$ cat src/rtl/lsu_pkg.sv
// Shared definitions for the load/store unit: funct3 encodings, FSM states,
// the default load-data timeout and request legality helpers.
package lsu_pkg;

    localparam logic [2:0] F3_B  = 3'b000;
    localparam logic [2:0] F3_H  = 3'b001;
    localparam logic [2:0] F3_W  = 3'b010;
    localparam logic [2:0] F3_BU = 3'b100;
    localparam logic [2:0] F3_HU = 3'b101;

    localparam int unsigned LSU_TIMEOUT_DEFAULT = 16;

    typedef enum logic [1:0] {
        ST_IDLE   = 2'd0,
        ST_ACCESS = 2'd1,
        ST_WAIT_R = 2'd2,
        ST_DONE   = 2'd3
    } lsu_state_e;

    function automatic logic f3_illegal(input logic write, input logic [2:0] f3);
        if (write) return !(f3 inside {F3_B, F3_H, F3_W});
        return !(f3 inside {F3_B, F3_H, F3_W, F3_BU, F3_HU});
    endfunction

    // Only meaningful for legal encodings; bits [1:0] give the access size.
    function automatic logic f3_misaligned(input logic [2:0] f3, input logic [1:0] addr_lo);
        case (f3[1:0])
            2'b01:   return addr_lo[0];
            2'b10:   return addr_lo != 2'b00;
            default: return 1'b0;
        endcase
    endfunction

endpackage

$ cat src/rtl/lsu_align.sv
// Combinational lane steering: store data replication / byte enables and
// load lane selection with sign or zero extension.
module lsu_align
    import lsu_pkg::*;
(
    input  logic [2:0]  funct3,
    input  logic        is_write,
    input  logic [1:0]  addr_lo,
    input  logic [31:0] store_data,
    input  logic [31:0] load_word,
    output logic [31:0] lane_wdata,
    output logic [3:0]  lane_be,
    output logic [31:0] load_result
);

    logic [31:0] shifted;

    assign shifted = load_word >> {addr_lo, 3'b000};

    always_comb begin
        lane_wdata = store_data;
        lane_be    = 4'b1111;
        if (is_write) begin
            case (funct3)
                F3_B: begin
                    lane_wdata = {4{store_data[7:0]}};
                    lane_be    = 4'b0001 << addr_lo;
                end
                F3_H: begin
                    lane_wdata = {2{store_data[15:0]}};
                    lane_be    = addr_lo[1] ? 4'b1100 : 4'b0011;
                end
                default: ;
            endcase
        end
    end

    always_comb begin
        case (funct3)
            F3_B:    load_result = {{24{shifted[7]}}, shifted[7:0]};
            F3_H:    load_result = {{16{shifted[15]}}, shifted[15:0]};
            F3_BU:   load_result = {24'h0, shifted[7:0]};
            F3_HU:   load_result = {16'h0, shifted[15:0]};
            default: load_result = shifted;
        endcase
    end

endmodule

$ cat src/rtl/load_store_unit.sv
// Single-outstanding load/store unit between a CPU request port and a word memory.
// Optional load-data timeout is enabled with the LSU_TIMEOUT_EN macro.
module load_store_unit
    import lsu_pkg::*;
#(
    parameter int unsigned ADDR_W         = 32,
    parameter int unsigned TIMEOUT_CYCLES = LSU_TIMEOUT_DEFAULT
) (
    input  logic              clk,
    input  logic              rst_n,
    input  logic              req_valid,
    output logic              req_ready,
    input  logic              req_write,
    input  logic [2:0]        req_funct3,
    input  logic [ADDR_W-1:0] ALUResult,
    input  logic [31:0]       write_data,
    output logic              rsp_valid,
    output logic [31:0]       read_data,
    output logic              misaligned,
    output logic              illegal,
    output logic              timeout,
    output logic              mem_valid,
    input  logic              mem_ready,
    output logic              mem_we,
    output logic [ADDR_W-1:0] mem_addr,
    output logic [31:0]       mem_wdata,
    output logic [3:0]        mem_be,
    input  logic              mem_rvalid,
    input  logic [31:0]       mem_rdata
);

    // Handshakes: a transfer happens on a rising edge where valid && ready;
    // the initiator holds valid and its payload stable until that edge.
    lsu_state_e        state_q, state_d;
    logic [ADDR_W-1:0] addr_q;
    logic [2:0]        f3_q;
    logic              write_q;
    logic [31:0]       wdata_q;
    logic [31:0]       rd_q;
    logic              mis_q, ill_q, to_q;

    logic              accept, req_ill, req_mis;
    logic              res_load, res_mis, res_ill, res_to;
    logic [31:0]       res_data;
    logic              in_access, wait_expired;
    logic [31:0]       lane_wdata, load_result;
    logic [3:0]        lane_be;

    assign accept  = req_valid && (state_q == ST_IDLE);
    assign req_ill = f3_illegal(req_write, req_funct3);
    assign req_mis = !req_ill && f3_misaligned(req_funct3, ALUResult[1:0]);

    lsu_align u_align (
        .funct3      (f3_q),
        .is_write    (write_q),
        .addr_lo     (addr_q[1:0]),
        .store_data  (wdata_q),
        .load_word   (mem_rdata),
        .lane_wdata  (lane_wdata),
        .lane_be     (lane_be),
        .load_result (load_result)
    );

`ifdef LSU_TIMEOUT_EN
    localparam int unsigned CNT_W = $clog2(TIMEOUT_CYCLES + 1);
    logic [CNT_W-1:0] cnt_q;

    always_ff @(posedge clk or negedge rst_n) begin
        if (!rst_n)                   cnt_q <= '0;
        else if (state_q != ST_WAIT_R) cnt_q <= '0;
        else if (!mem_rvalid)          cnt_q <= cnt_q + 1'b1;
    end

    assign wait_expired = (cnt_q == CNT_W'(TIMEOUT_CYCLES - 1));
`else
    logic unused_timeout_cfg;
    assign unused_timeout_cfg = (TIMEOUT_CYCLES == 0);
    assign wait_expired       = 1'b0;
`endif

    always_comb begin
        state_d  = state_q;
        res_load = 1'b0;
        res_data = 32'h0;
        res_mis  = 1'b0;
        res_ill  = 1'b0;
        res_to   = 1'b0;
        case (state_q)
            ST_IDLE: begin
                if (req_valid) begin
                    if (req_ill || req_mis) begin
                        state_d  = ST_DONE;
                        res_load = 1'b1;
                        res_ill  = req_ill;
                        res_mis  = req_mis;
                    end else begin
                        state_d = ST_ACCESS;
                    end
                end
            end
            ST_ACCESS: begin
                if (mem_ready) begin
                    state_d  = write_q ? ST_DONE : ST_WAIT_R;
                    res_load = write_q;
                end
            end
            ST_WAIT_R: begin
                if (mem_rvalid) begin
                    state_d  = ST_DONE;
                    res_load = 1'b1;
                    res_data = load_result;
                end else if (wait_expired) begin
                    state_d  = ST_DONE;
                    res_load = 1'b1;
                    res_to   = 1'b1;
                end
            end
            ST_DONE: state_d = ST_IDLE;
            default: state_d = ST_IDLE;
        endcase
    end

    always_ff @(posedge clk or negedge rst_n) begin
        if (!rst_n) begin
            state_q <= ST_IDLE;
            addr_q  <= '0;
            f3_q    <= 3'b000;
            write_q <= 1'b0;
            wdata_q <= 32'h0;
            rd_q    <= 32'h0;
            mis_q   <= 1'b0;
            ill_q   <= 1'b0;
            to_q    <= 1'b0;
        end else begin
            state_q <= state_d;
            if (accept) begin
                addr_q  <= ALUResult;
                f3_q    <= req_funct3;
                write_q <= req_write;
                wdata_q <= write_data;
            end
            if (res_load) begin
                rd_q  <= res_data;
                mis_q <= res_mis;
                ill_q <= res_ill;
                to_q  <= res_to;
            end
        end
    end

    assign in_access  = (state_q == ST_ACCESS);
    assign req_ready  = (state_q == ST_IDLE);
    assign rsp_valid  = (state_q == ST_DONE);
    assign read_data  = rd_q;
    assign misaligned = mis_q;
    assign illegal    = ill_q;
    assign timeout    = to_q;

    // Memory-side outputs are forced quiet outside ACCESS so stale payload never leaks.
    assign mem_valid = in_access;
    assign mem_we    = in_access && write_q;
    assign mem_addr  = in_access ? {addr_q[ADDR_W-1:2], 2'b00} : '0;
    assign mem_wdata = in_access ? lane_wdata : 32'h0;
    assign mem_be    = in_access ? lane_be : 4'b0000;

endmodule

$ cat config.mk
export PLATFORM = sky130hd
export DESIGN_NAME = load_store_unit
export DESIGN_NICKNAME = d
export VERILOG_FILES = /design/src/rtl/lsu_pkg.sv /design/src/rtl/lsu_align.sv /design/src/rtl/load_store_unit.sv
export SDC_FILE = /design/constraint.sdc
export NUM_CORES = 1
export LEC_CHECK = 0
export ABC_AREA = 1
export BUFFER_PORTS_ARGS = -buffer_cell sky130_fd_sc_hd__buf_2
export CAP_MARGIN = 20
export CORE_MARGIN = 4
export CORE_UTILIZATION = 50
export CTS_CLUSTER_DIAMETER = 50
export DETAILED_ROUTE_END_ITERATION = 7
export PLACE_DENSITY = 0.8
export SLEW_MARGIN = 30
export SYNTH_ARGS = -nofsm -noshare
export SYNTH_HDL_FRONTEND = slang
export SYNTH_SLANG_ARGS = --single-unit
$ cat constraint.sdc
create_clock -name clk -period 2.1 [get_ports clk]
set_input_delay 0.105 -clock clk [delete_from_list [all_inputs] [get_ports clk]]
set_output_delay 0.105 -clock clk [all_outputs]
set_load 0.02 [all_outputs]
[Yosys cells after proc, flatten, opt, wreduce, memory -nomap -nowiden]
Index checks and enable logic that the tools add are counted.
Word-level totals
  register bits: 104
  output and inout bits: 107
Cells by class
  equality and inequality tests: 15
  shift-type cells: 2
  mux-type cells: 32
  reductions and logical operators: 14
Operators with widths (count)
  two-way mux 32 bit: 5
  one-hot mux 32 bit (4 select lines): 1
  one-hot mux 32 bit (2 select lines): 1
  right shift 32 x 5 -> 32 bit: 1
  two-way mux 1 bit: 14
  == test 3 bit (second input constant): 4
  two-way mux 4 bit: 3
  two-way mux 2 bit: 4
  one-hot mux 2 bit (4 select lines): 1
  one-hot mux 4 bit (2 select lines): 1
  == test 2 bit (second input constant): 3
  == test 3 x 1 -> 1 bit (second input constant): 2
  logical NOT 3 bit: 2
  != test 2 bit (second input constant): 3
  nonzero test 5 bit: 1
  == test 2 x 1 -> 1 bit (second input constant): 2
  left shift 1 x 2 -> 4 bit (first input constant): 1
  == test 3 x 2 -> 1 bit (second input constant): 1
  logical AND 1 bit: 3
  logical NOT 1 bit: 3
  one-hot mux 1 bit (3 select lines): 1
  AND reduction 3 bit: 1
  nonzero test 3 bit: 1
  logical NOT 2 bit: 1
  3 further kinds: 3

[Longest topological paths before layout]
  depth in word-level cells: 11
  depth in mapped cells: 13
  depth with buffers taken out: 10

[By module]
Synthesis repeated with hierarchy kept, for this count alone.
Unflattened totals
  cells, all modules: 900
  area, all modules: 6068.3 µm²
Modules (own cells, without submodules)
  load_store_unit: instances 1, cells an instance 628, area an instance 4749.6 µm², seq. area each 2602.5 µm²
  lsu_align: instances 1, cells an instance 272, area an instance 1318.8 µm², seq. area each 0.0 µm²

[Least setup slack after synthesis]
No wires, ideal clock.
  path type: register -> register
  start: reg state_q[1]
  end: reg rd_q[10] (netlist: read_data[10])
  data arrival time: 1.766 ns
  required time: 1.969 ns
  slack: 0.203 ns
  cell stages (with the launch flop): 14
  path buffers: 3
  period minus slack after synthesis: 1.897 ns
  cells stage by stage: dfrtp_1 -> inv_1 -> ha_1 -> buf_4 -> nand2_2 -> inv_4 -> nand2_1 -> nand2_1 -> nand3b_4 -> nand2_2 -> buf_6 -> buf_6 -> nand2_1 -> o21ai_0
Between the ends
  word-level cells in the longest chain between the ends: 2
  elaborated cells between the ends (all ways): 5
  those cells by class: eq/ne: 2; mux: 2; reduce/logical: 1
RTL lines
  start, declared: line load_store_unit.sv:34  | lsu_state_e state_q, state_d;
  start signal, assigned: line load_store_unit.sv:135  | state_q <= state_d;
  == test 2 x 1 -> 1 bit
  via mem_valid: line load_store_unit.sv:22  | output logic mem_valid,
  one-hot mux 1 bit (3 select lines): line load_store_unit.sv:88  | case (state_q)
  end signal, assigned: line load_store_unit.sv:143  | rd_q <= res_data;
  end, declared: line load_store_unit.sv:39  | logic [31:0] rd_q;
The timed path passes the listed nets, and every way through them passes these cells.
A chain may end at the register's enable or synchronous reset.

[Worst setup path in the final report]
  start: reg f3_q[1]
  end: out mem_wdata[24]
Between the ends
  word-level cells in the longest chain between the ends: 4
  elaborated cells between the ends (all ways): 5
  those cells by class: eq/ne: 1; mux: 3; reduce/logical: 1
RTL lines
  start, declared: line load_store_unit.sv:36  | logic [2:0] f3_q;
  start signal, assigned: line load_store_unit.sv:138  | f3_q <= req_funct3;
  == test 3 x 1 -> 1 bit / logical NOT 3 bit (equally long branches): line lsu_align.sv:24  | case (funct3)
  one-hot mux 32 bit (2 select lines) *: line lsu_align.sv:24
  two-way mux 32 bit *: line lsu_align.sv:23  | if (is_write) begin
  two-way mux 32 bit *: line load_store_unit.sv:163  | assign mem_wdata = in_access ? lane_wdata : 32'h0;
  end, declared: line load_store_unit.sv:26  | output logic [31:0] mem_wdata,
Every way passes the cells marked *; elsewhere a longest branch is shown, timed or not.

==> flow_summary.ini <==
[cells_and_area]
drive_gt1_share_pct = 24.93
post-route-util_pct = 69.09
finalNetCount = 1182
layoutNonFillerInstCount = 1219
fin_area_mm2 = 0.007889
syn_to_final_growth_pct = 35.68

[timing]
tightest_slew_ps = 574.9
fmax_mhz = 499.9
hold_violations = 0
rsz0062_at_grt = yes
finalSetupViolCount = 0
fin_crit_ps = 2001
finalCritPeriodShare_pct = 95.27
drv_slew = 0
clock_skew_ps = 6.925
slew_headroom_pct = 61.68

[cts]
htree_levels = 3
cts_tree = built
cts-root-buf = clkbuf_16
cts_buffers = 9
insertion_delay_ps = 350
cts_buffer_depth = 2
post_cts_buffers = 0
clock-sinks = 104
cts.clk_slew.worst_paths_ps = 70

[route]
wl_mm = 18.85
viasPerCell = 5.206
drt_iter0_drc = 585
ant_nets = 0
drc_errors = 0
wl_per_cell_um = 15.47
drtPass1Iterations = 5
dr_total_vias = 6346

[power_and_ir_drop]
clockPowerShare_pct = 14.1
sequentialPowerShare_pct = 31.8
p_sw_share_pct = 48.58
pwr-share-comb_pct = 54.1
leakagePower_nw = 4.618
p_int_mw = 5.733
powerDensity_mw_per_mm2 = 1413
ir_drop_v = 0.0008452
switchingPower_mw = 5.417

[global_routing]
grt_overflow_total = 0
grt_usage_pct = 28.51
grt_start_max_net_pins = 60
grt_pass1_vias = 6154
antenna_found_initial = 0
grt_pass1_wl_mm = 30.11

[worst_setup_path]
crit_top_cell = inv_1
cp_data_arrival_time_ps = 1900
crit_family = buffers and inverters
start_kind = register
required_ps = 2000
r2r-start = state_q[0]
path_max_fanout = 7
slowest_delay_ps = 420
crit_buf_inv = 4
endpoint_kind = primary output
r2r_slack_ps = 270
worst_path_max_delay_cell = dfrtp_1
path_cells = inv_6 > nand2_1 > nor2_4 > inv_1 > o22ai_1 > o21bai_1 > inv_1 > buf_2
crit_start = f3_q[1]
worst-setup-path-type = reg -> out

[synth]
avgSynthCellArea_um2 = 7.108
synth_edf_count = 0
syn_inst = 818
async_reset_ff_share_pct = 100.0
synth_top_flop_cell = dfrtp_1
ys_seq_area_share_pct = 44.76
ys.warnings.count = 0
yosys.cell_types.count = 31
synth_seq_cells = 104
syn_area_mm2 = 0.005814

[run_status]
outcome = completed

[placed_design]
portBuffers = 208
dpl-instance-area_mm2 = 0.006935
gp_congestion = 0.9822
place_inst = 1138
dpl.hpwl_mm = 12.64

[floorplan]
core-area_mm2 = 0.01142
ios = 212
rows = 39
die_h_um = 115.8
die_area_mm2 = 0.01342
initial_core_util_pct = 50.92
die_w_um = 115.8

[flow_run]
max_cap_violations = 0

[worst_hold_path]
min_from = write_data[1]
hp-class = in -> reg
-- cells in the mapped netlist, types with 2 or more instances --
cell | n | area, um^2
o21ai_1 | 7 | 35.03
nand3_2 | 2 | 20.02
a21oi_1 | 45 | 225.2
ha_1 | 7 | 87.58
o21bai_1 | 7 | 52.55
nand3_1 | 36 | 180.2
o22ai_1 | 7 | 43.79
nor2_1 | 5 | 18.77
buf_2 | 14 | 70.07
o21ai_2 | 10 | 87.58
nand2_2 | 3 | 18.77
buf_4 | 7 | 52.55
o21ai_0 | 73 | 365.4
inv_1 | 83 | 311.6
inv_2 | 3 | 11.26
nand2_1 | 364 | 1366
dfrtp_1 | 104 | 2603
clkbuf_1 | 24 | 90.09
buf_6 | 5 | 56.30
-- layer usage --
metal | vias to the layer above | global-route usage (%) | wire, um
met1 | 2930 | 34.59 | 7235
met4 | 0 | 13.53 | 734
li1 | 3042 | - | -
met2 | 317 | 47.72 | 9139
met3 | 57 | 7.102 | 1743
met5 | - | 0 | 0
-- power by group through the flow --
stage               combinational [mW]  sequential [mW]  clock, mW
floorplan                         3.95             3.67          0
global placement                  5.67             3.51          0
detailed placement                5.79             3.51          0
CTS                               5.92             3.50       1.60
global route                      6.68             3.64       1.68
finish                            6.03             3.54       1.57
-- sequential cells by signal, summed over array words and instances, names as in the netlist --
name / cells
addr_q: 32
f3_q: 3
illegal: 1
misaligned: 1
read_data: 32
state_q: 2
wdata_q: 32
write_q: 1
-- worst reg2reg max path, delay by kind of cell (launching register included) --
family / cells / cell delay, ps
simple gates: 5 / 500
flops: 1 / 440
buf+inv: 3 / 420
fa+ha+maj: 1 / 280
compound gates: 1 / 70
-- area by class of cell --
cell class | instances | area [um^2]
fill | 911 | 3530
multi-input combinational | 576 | 2618
sequential | 104 | 2603
timing repair buffer | 290 | 1869
inverter | 89 | 341.6
clock buffer | 12 | 246.5
tap | 143 | 178.9
clock inverter | 4 | 30.03
antenna | 1 | 2.502
-- timing repair --
item	4_1_cts	5_1_grt
gates cloned	0	0
endpoints found under the setup margin	7	14
hold buffers	64	0
gates resized for setup	2	4
hold endpoints to repair	104	0
-- worst paths after layout --
| check | cells past startpoint | end |
|---|---|---|
| max | 8 | mem_wdata[24] |
| min | 3 | wdata_q[1] |
| max reg2reg | 10 | read_data[1] |
| min reg2reg | 2 | read_data[22] |
| max in group asynchronous | 3 | wdata_q[15] |
| min in group asynchronous | 2 | read_data[12] |
-- per-stage QoR --
step	setup WS (ps)	setup TNS, ps	power, mW	hold WS, ps
3_3_place_gp	405.6	0	9.175	151.5
3_5_place_dp	326.2	0	9.302	152.2
4_1_cts	23.68	0	11.02	6.419
2_1_floorplan	203.3	0	7.612	-190.6
5_1_grt	-9.369	-9.369	12.00	5.777
6_report	99.40	0	11.15	18.63
-- logic make-up (layout without fill, tap and decap cells) --
family / Yosys count / in the layout / share of synthesized area, %
DFF: 104 / 104 / 44.76
buffers and inverters: 140 / 395 / 10.76
and+or+nand+nor: 416 / 416 / 28.84
adders and majority gates: 7 / 7 / 1.506
other: 1 / 4 / 0.06450
AOI/OAI and AO/OA: 150 / 150 / 14.07
-- placed cells by master (no fill, tap or decap), types with 4 or more instances in the layout --
cell	count
buf_2	207
inv_1	83
a21oi_1	45
o21ai_1	7
nand2_1	364
clkbuf_16	9
o21ai_2	10
nand3_1	36
o22ai_1	6
dfrtp_1	104
buf_12	4
buf_4	15
o21bai_1	7
ha_1	6
nor2_1	5
o21ai_0	73
dlygate4sd3_1	64
No activity file was read; power rests on OpenSTA's default activity.
